### src/rtl/gray_bcd_decoder.sv
// gray_bcd_decoder: bit-serial 4-bit Gray-to-binary decoder with valid/ready
// handshakes on both sides. One bit is resolved per clock, MSB first, so a
// result appears 4 clocks after the input transfer. Results above DIGIT_MAX
// are flagged on out_err but still delivered in full on bcd_out.
// Optional feature: define GRAY_ERR_CNT_EN to build the saturating 8-bit
// counter of errored results on err_cnt; otherwise err_cnt is tied to 0.
module gray_bcd_decoder #(
    parameter int unsigned DIGIT_MAX = 9
) (
    input  logic       clk,
    input  logic       rst,
    input  logic       in_valid,
    output logic       in_ready,
    input  logic [3:0] g_in,
    output logic       out_valid,
    input  logic       out_ready,
    output logic [3:0] bcd_out,
    output logic       out_err,
    output logic [7:0] err_cnt
);

    typedef enum logic [1:0] {StIdle, StConv, StDone} state_e;

    state_e     state_q, state_d;
    logic [3:0] gray_q, gray_d;
    logic [3:0] bin_q, bin_d;
    logic [1:0] idx_q, idx_d;
    logic       err_q, err_d;
    logic       in_xfer, out_xfer;
    logic       nxt_bit;

    // A new word may enter from IDLE, or from DONE in the same cycle the
    // current result leaves, which gives the 5-cycle back-to-back period.
    assign in_ready  = (state_q == StIdle) || ((state_q == StDone) && out_ready);
    assign out_valid = (state_q == StDone);
    assign in_xfer   = in_valid && in_ready;
    assign out_xfer  = out_valid && out_ready;
    assign bcd_out   = bin_q;
    assign out_err   = err_q;

    // Bit being resolved this cycle: MSB copies gray, the rest chain off the bit above.
    always_comb begin
        if (idx_q == 2'd3) begin
            nxt_bit = gray_q[3];
        end else begin
            nxt_bit = bin_q[idx_q + 2'd1] ^ gray_q[idx_q];
        end
    end

    // Next-state and datapath control for the IDLE/CONV/DONE sequencer.
    always_comb begin
        state_d = state_q;
        gray_d  = gray_q;
        bin_d   = bin_q;
        idx_d   = idx_q;
        err_d   = err_q;
        unique case (state_q)
            StIdle: begin
                if (in_xfer) begin
                    gray_d  = g_in;
                    bin_d   = '0;
                    idx_d   = 2'd3;
                    err_d   = 1'b0;
                    state_d = StConv;
                end
            end
            StConv: begin
                bin_d[idx_q] = nxt_bit;
                idx_d        = idx_q - 2'd1;
                if (idx_q == 2'd0) begin
                    // Full value is known once bit 0 lands; flag it on the way into DONE.
                    err_d   = 32'(bin_d) > DIGIT_MAX;
                    state_d = StDone;
                end
            end
            StDone: begin
                if (in_xfer) begin
                    gray_d  = g_in;
                    bin_d   = '0;
                    idx_d   = 2'd3;
                    err_d   = 1'b0;
                    state_d = StConv;
                end else if (out_xfer) begin
                    state_d = StIdle;
                end
            end
            default: begin
                state_d = StIdle;
            end
        endcase
    end

    // State and datapath registers; reset wins over any handshake.
    always_ff @(posedge clk) begin
        if (rst) begin
            state_q <= StIdle;
            gray_q  <= '0;
            bin_q   <= '0;
            idx_q   <= 2'd3;
            err_q   <= 1'b0;
        end else begin
            state_q <= state_d;
            gray_q  <= gray_d;
            bin_q   <= bin_d;
            idx_q   <= idx_d;
            err_q   <= err_d;
        end
    end

`ifdef GRAY_ERR_CNT_EN
    logic [7:0] cnt_q, cnt_d;

    // Count errored results as they are handed off, sticking at 255.
    always_comb begin
        cnt_d = cnt_q;
        if (out_xfer && err_q && (cnt_q != 8'hff)) begin
            cnt_d = cnt_q + 8'd1;
        end
    end

    // Error counter register.
    always_ff @(posedge clk) begin
        if (rst) begin
            cnt_q <= '0;
        end else begin
            cnt_q <= cnt_d;
        end
    end

    assign err_cnt = cnt_q;
`else
    assign err_cnt = '0;
`endif

endmodule
### config.mk
export PLATFORM = sky130hd
export DESIGN_NAME = gray_bcd_decoder
export DESIGN_NICKNAME = d
export VERILOG_FILES = /design/src/rtl/gray_bcd_decoder.sv
export SDC_FILE = /design/constraint.sdc
export NUM_CORES = 1
export LEC_CHECK = 0
export ABC_AREA = 1
export BUFFER_PORTS_ARGS = -buffer_cell sky130_fd_sc_hd__buf_4
export CORE_MARGIN = 2
export CORE_UTILIZATION = 45
export DETAILED_ROUTE_END_ITERATION = 8
export PLACE_DENSITY = 0.7
export SETUP_SLACK_MARGIN = 0.5
export SKIP_CTS_REPAIR_TIMING = 1
export SYNTH_ARGS = -nofsm -noshare
export SYNTH_HDL_FRONTEND = slang
export SYNTH_SLANG_ARGS = --single-unit
### constraint.sdc
create_clock -name clk -period 2.05 [get_ports clk]
set_clock_uncertainty 0.05 [all_clocks]
set_input_delay 0.205 -clock clk [delete_from_list [all_inputs] [get_ports clk]]
set_output_delay 0.205 -clock clk [all_outputs]
set_load 0.03 [all_outputs]
==> flow_metrics.py, run 1 <==
metrics = {
    "status": {
        "status": "complete, no violations",
    },
    "place": {
        "pre_cts_ws_ns": 0.396,
        "dp_hpwl_mm": 1.32,
        "placedCellCount": 161,
        "place_congestion": 0.859,
        "port_buffers": 14,
    },
    "sta": {
        "final-setup-viol-count": 0,
        "period_minus_slack_ns": 1.52,
        "period_share": 0.741,
        "slew_viol_final": 0,
        "setup_tns_ns": 0,
        "rsz0062_at_grt": "true",
        "clock.fmax_mhz": 659,
        "hold_viol": 0,
        "fin_ws_ns": 0.531,
    },
    "hold_path": {
        "hold_depth": 2,
        "min_from": "rst",
        "min_path_type": "input pin to flip-flop",
        "hold_path_end": "out_err",
    },
    "route": {
        "routed_via_density": 4.56,
        "routed_wirelength_mm": 1.84,
        "drt-initial-drc-count": 17,
        "drc_errors": 0,
        "ant_nets": 0,
        "vias": 771,
        "drt-wirelength-per-cell_um": 10.9,
        "drt_pass1_iterations": 4,
    },
    "yosys": {
        "syn_inst": 125,
        "synth_seq_area_share": 0.298,
        "ys_types": 22,
        "syn_area_um2": 875,
        "ys_warn_count": 0,
        "synth_edf_count": 0,
        "synth_top_family_by_area": "simple AND/OR/NAND/NOR gates",
        "synth.top_cells.by_count": "40 x nand2_1, 13 x a21oi_1, 13 x dfxtp_1",
        "yosysTopAreaCell": "dfxtp_1",
        "synth-compound-area-share": 0.114,
        "synthAdderAreaFrac": 0.0572,
        "ys_top_cells_by_area": "dfxtp_1 30%, nand2_1 17%, a21oi_1 7.4%",
        "synth_xor_area_frac": 0,
        "synth.most_common_cell": "nand2_1",
        "synth_flop_cell": "dfxtp_1",
        "ys_ff_latch": 13,
        "synth_async_sr_flop_share": 0,
        "synth_top_area_frac": 0.298,
        "synth-simple-area-share": 0.376,
        "synthMuxAreaShare": 0,
        "synth.avg_cell_area_um2": 7.00,
    },
    "pwr": {
        "leakage_nw": 0.516,
        "cell_internal_pwr_uw": 421,
        "p_sw_frac": 0.363,
        "power_frac_seq": 0.434,
        "clockPowerShare": 0.250,
        "p_per_area_mw_per_mm2": 634,
        "irDropWorstVdd_mv": 0.419,
        "comb_power_share": 0.316,
        "switching_power_uw": 240,
    },
    "cells_and_area": {
        "antenna-diode-count": 0,
        "fin_cells": 169,
        "layout-drive-gt1-share": 0.313,
        "area_delta_synth_final_pct": 19.3,
        "fin_nets": 157,
    },
    "cts": {
        "cts_htree_levels": 1,
        "root_buffer": "clkbuf_4",
        "cts_tree": "yes",
        "cts_sinks": 13,
        "cts_made_buffers": 3,
        "clk_latency_ns": 0.28,
        "path_clk_slew_ns": 0.08,
        "clockBufferDepth": 2,
    },
    "job": {
        "maxCapViolCount": 0,
    },
    "floorplan": {
        "start_util": 0.491,
        "die_w_um": 48.1,
        "rows": 15,
        "coreArea_mm2": 0.00178,
        "io-pin-count": 23,
        "die_height_um": 48.1,
        "dieArea_mm2": 0.00231,
    },
    "worst_setup_path": {
        "required_ns": 2.23,
        "crit_path_start_kind": "flip-flop",
        "path_class": "flip-flop to flip-flop",
        "critical_path_arrival_ns": 1.70,
        "crit_path_end_kind": "flip-flop",
        "regToRegEndpoint": "out_err",
        "reg2reg_depth": 12,
        "path_max_fanout": 6,
        "worst-r2r-setup-slack_ns": 0.53,
        "reg2reg_from": "idx_q[0]",
    },
    "global_routing": {
        "antenna_found_initial": 0,
        "grt_max_degree": 14,
        "grt_pass1_vias": 677,
        "grt_pass1_wl_mm": 2.84,
        "track_usage": 0.184,
        "grt-ovfl-total": 0,
    },
}
==> per-stage QoR <==
step	hold WS [ns]	area [um2]	power, mW	utilization
after floorplan	0.217	915	0.452	-
after global placement	0.408	976	0.479	0.547
after detailed placement	0.415	976	0.482	0.547
after CTS	0.129	1000	0.641	0.562
after global routing	0.126	1040	0.697	0.585
final	0.121	1040	0.661	0.585
==> cell usage in the layout, fill, tap and decap left out <==
cell type / n
a21oi_1: 13
a21oi_2: 1
a21oi_4: 1
buf_4: 18
clkbuf_1: 1
clkbuf_4: 3
conb_1: 8
dfxtp_1: 11
dfxtp_4: 2
ha_1: 3
ha_4: 1
inv_1: 8
inv_2: 3
inv_4: 1
inv_8: 1
nand2_1: 39
nand2_2: 4
nand2_4: 3
nand3_1: 11
nand3_2: 3
nor2_1: 3
nor2_2: 1
nor2_4: 1
o21ai_0: 2
or2_2: 2
==> registers in the layout (all words and copies together), names as in the netlist <==
signal   count
bcd_out      4
state_q      2
idx_q        2
out_err      1
gray_q       4
==> worst max-delay path: stages, from the launching register on <==
cell and delay (ns):
dfxtp_4 0.41, inv_8 0.05, ha_4 0.29, inv_4 0.04
nand2_2 0.04, nand2_1 0.05, nand2_1 0.07, nand3_2 0.11
nand3_2 0.08, nand2_1 0.05, nand2_1 0.05, nand2_1 0.05
a21oi_2 0.10
==> kinds of logic after synthesis <==
group	after synthesis
AO/OA/AOI/OAI	17
AND/OR/NAND/NOR	67
other	1
buffers and inverters	23
adder cells (fa/ha/maj)	4
flip-flops	13
==> routing by layer <==
layer | global-route usage | wire, um
met2 | 0.269 | 857
met1 | 0.247 | 894
met4 | 0.114 | 40
met3 | 0.0340 | 48
met5 | 0 | 0
==> worst max path at each step <==
stage | endpoint | start | slack (ns) | depth (start not counted)
finish | out_err | idx_q[0] | 0.53 | 12
CTS | out_err | idx_q[0] | 0.38 | 12
global route | out_err | idx_q[0] | 0.45 | 12
global placement | out_err | idx_q[0] | 0.42 | 12
detailed placement | out_err | idx_q[0] | 0.40 | 12
floorplan | out_err | idx_q[0] | 0.53 | 13
==> layout make-up <==
type	count	area, um2
timing repair buffer	18	135
inverter	13	58.8
fill	181	739
multi-input combinational	96	524
tap	25	31.3
sequential	13	268
clock buffer	4	26.3
==> power by group through the flow <==
stage / Clock, mW / Sequential, mW / Combinational, mW
final: 0.165 / 0.287 / 0.209
after global routing: 0.176 / 0.289 / 0.231
after CTS: 0.165 / 0.289 / 0.188
after detailed placement: 0 / 0.295 / 0.187
after global placement: 0 / 0.294 / 0.185
after floorplan: 0 / 0.291 / 0.161
No activity file was read; power rests on OpenSTA's default activity.
==> run 2: changes to the inputs <==
==> constraint.sdc (replaced) <==
create_clock -name clk -period 1.4 [get_ports clk]
set_clock_uncertainty 0.05 [all_clocks]
set_input_delay 0.14 -clock clk [delete_from_list [all_inputs] [get_ports clk]]
set_output_delay 0.14 -clock clk [all_outputs]
set_load 0.03 [all_outputs]
==> run 2 against run 1 <==
The flow now finishes with violations (negative setup slack). Routed wire length rose by 1.7%. Largest cell class unchanged. Combinational power rose by 70%. Non-clock buffer count rose by 10. Total power rose by 53%. Setup slack got worse by 0.64 ns. Global-route usage rose by 0.55 points. Fmax rose by 0.36%.
==> flow_metrics.py, run 2 (synthesis results as in run 1) <==
metrics = {
    "status": {
        "status": "finished with violations",
        "failed_checks": "negative setup slack",
    },
    "sta": {
        "hold_viol": 0,
        "period_minus_slack_ns": 1.51,
        "fin_ws_ns": -0.113,
        "rsz0062_at_grt": "true",
        "slew_viol_final": 0,
        "setup_tns_ns": -0.153,
        "final-setup-viol-count": 3,
        "clock.fmax_mhz": 661,
        "period_share": 1.08,
    },
    "worst_setup_path": {
        "worst-r2r-setup-slack_ns": -0.11,
        "path_max_fanout": 4,
        "critical_path_arrival_ns": 1.68,
        "reg2reg_from": "idx_q[0]",
        "crit_path_end_kind": "flip-flop",
        "regToRegEndpoint": "out_err",
        "crit_path_start_kind": "flip-flop",
        "path_class": "flip-flop to flip-flop",
        "required_ns": 1.57,
        "reg2reg_depth": 12,
    },
    "floorplan": {
        "die_height_um": 48.1,
        "die_w_um": 48.1,
        "rows": 15,
        "io-pin-count": 23,
        "start_util": 0.491,
        "coreArea_mm2": 0.00178,
        "dieArea_mm2": 0.00231,
    },
    "route": {
        "drc_errors": 0,
        "drt-wirelength-per-cell_um": 10.5,
        "ant_nets": 0,
        "vias": 838,
        "drt_pass1_iterations": 4,
        "drt-initial-drc-count": 10,
        "routed_via_density": 4.68,
        "routed_wirelength_mm": 1.87,
    },
    "cts": {
        "cts_tree": "yes",
        "cts_made_buffers": 3,
        "root_buffer": "clkbuf_4",
        "cts_sinks": 13,
        "clockBufferDepth": 2,
        "cts_htree_levels": 1,
        "clk_latency_ns": 0.28,
        "path_clk_slew_ns": 0.08,
    },
    "pwr": {
        "p_per_area_mw_per_mm2": 868,
        "leakage_nw": 0.579,
        "total_power_mw": 1.01,
        "irDropWorstVdd_mv": 0.573,
    },
    "place": {
        "dp_hpwl_mm": 1.48,
        "pre_cts_ws_ns": -0.0794,
        "place_congestion": 0.879,
        "port_buffers": 14,
    },
    "cells_and_area": {
        "final_common_cell": "nand2_1",
        "layout-drive-gt1-share": 0.435,
        "layout.cells.most_common_list": "39 x nand2_1, 20 x buf_4, 12 x a21oi_1, 10 x nand3_1",
        "fin_nets": 167,
        "antenna-diode-count": 0,
        "area_delta_synth_final_pct": 33.2,
        "final_core_util": 0.653,
    },
    "hold_path": {
        "hold_depth": 2,
        "min_path_type": "input pin to flip-flop",
        "min_from": "rst",
        "hold_path_end": "out_err",
    },
    "global_routing": {
        "grt-ovfl-total": 0,
        "grt_max_degree": 14,
        "grt_pass1_vias": 739,
        "grt_pass1_wl_mm": 3.00,
        "antenna_found_initial": 0,
        "track_usage": 0.189,
    },
    "job": {
        "maxCapViolCount": 0,
    },
}
run 2: changes by cell type in the layout (fill, tap and decap cells not counted), moves of 2 or more:
| cell | before | now |
|---|---|---|
| dfxtp_1 | 11 | 5 |
| nor2_2 | 1 | 3 |
| buf_4 | 18 | 20 |
| inv_1 | 8 | 6 |
| inv_2 | 3 | 6 |
| nor2_1 | 3 | 1 |
| dfxtp_2 | 0 | 7 |
| buf_6 | 0 | 8 |
run 2: area by class of cell:
class,count,area [um2]
Timing Repair Buffer,28,240
Clock buffer,4,26.3
Inverter,13,56.3
Fill cell,166,618
Sequential cell,13,273
Multi-Input combinational cell,96,538
Tap cell,25,31.3
run 2: critical path, stage by stage (launching register included):
cell	delay, ns
dfxtp_4	0.39
inv_8	0.04
ha_4	0.27
inv_2	0.04
nand3_2	0.04
nand2_1	0.05
nand2_1	0.08
nand3_2	0.11
nand3_2	0.10
nand2_1	0.05
nand2_1	0.05
nand2_1	0.06
a21oi_2	0.12
run 2: worst max path at each step:
stage                   end     start
floorplan           out_err  idx_q[0]
global placement    out_err  idx_q[0]
detailed placement  out_err  idx_q[0]
CTS                 out_err  idx_q[0]
global route        out_err  idx_q[0]
finish              out_err  idx_q[0]
run 2: where the power goes:
part | switching (mW) | internal (mW)
clock | 0.130 | 0.111
combinational | 0.208 | 0.148
sequential | 0.0236 | 0.392
run 2: routing by layer:
| metal | vias to the layer above | share of wire | GRT usage |
|---|---|---|---|
| met3 | 9 | 0.036 | 0.0264 |
| met4 | 0 | 0.033 | 0.124 |
| met1 | 368 | 0.45 | 0.238 |
| met5 | - | 0 | 0 |
| li1 | 437 | - | - |
| met2 | 24 | 0.49 | 0.299 |
run 2: through the flow:
| stage | hold WS (ns) | cells | cell area (um2) |
|---|---|---|---|
| final | 0.0663 | 179 | 1160 |
| after global routing | 0.0723 | 179 | 1160 |
| after CTS | 0.0602 | 179 | 1120 |
| after detailed placement | 0.356 | 175 | 1090 |
| after global placement | 0.356 | 175 | 1090 |
| after floorplan | 0.152 | 132 | 925 |
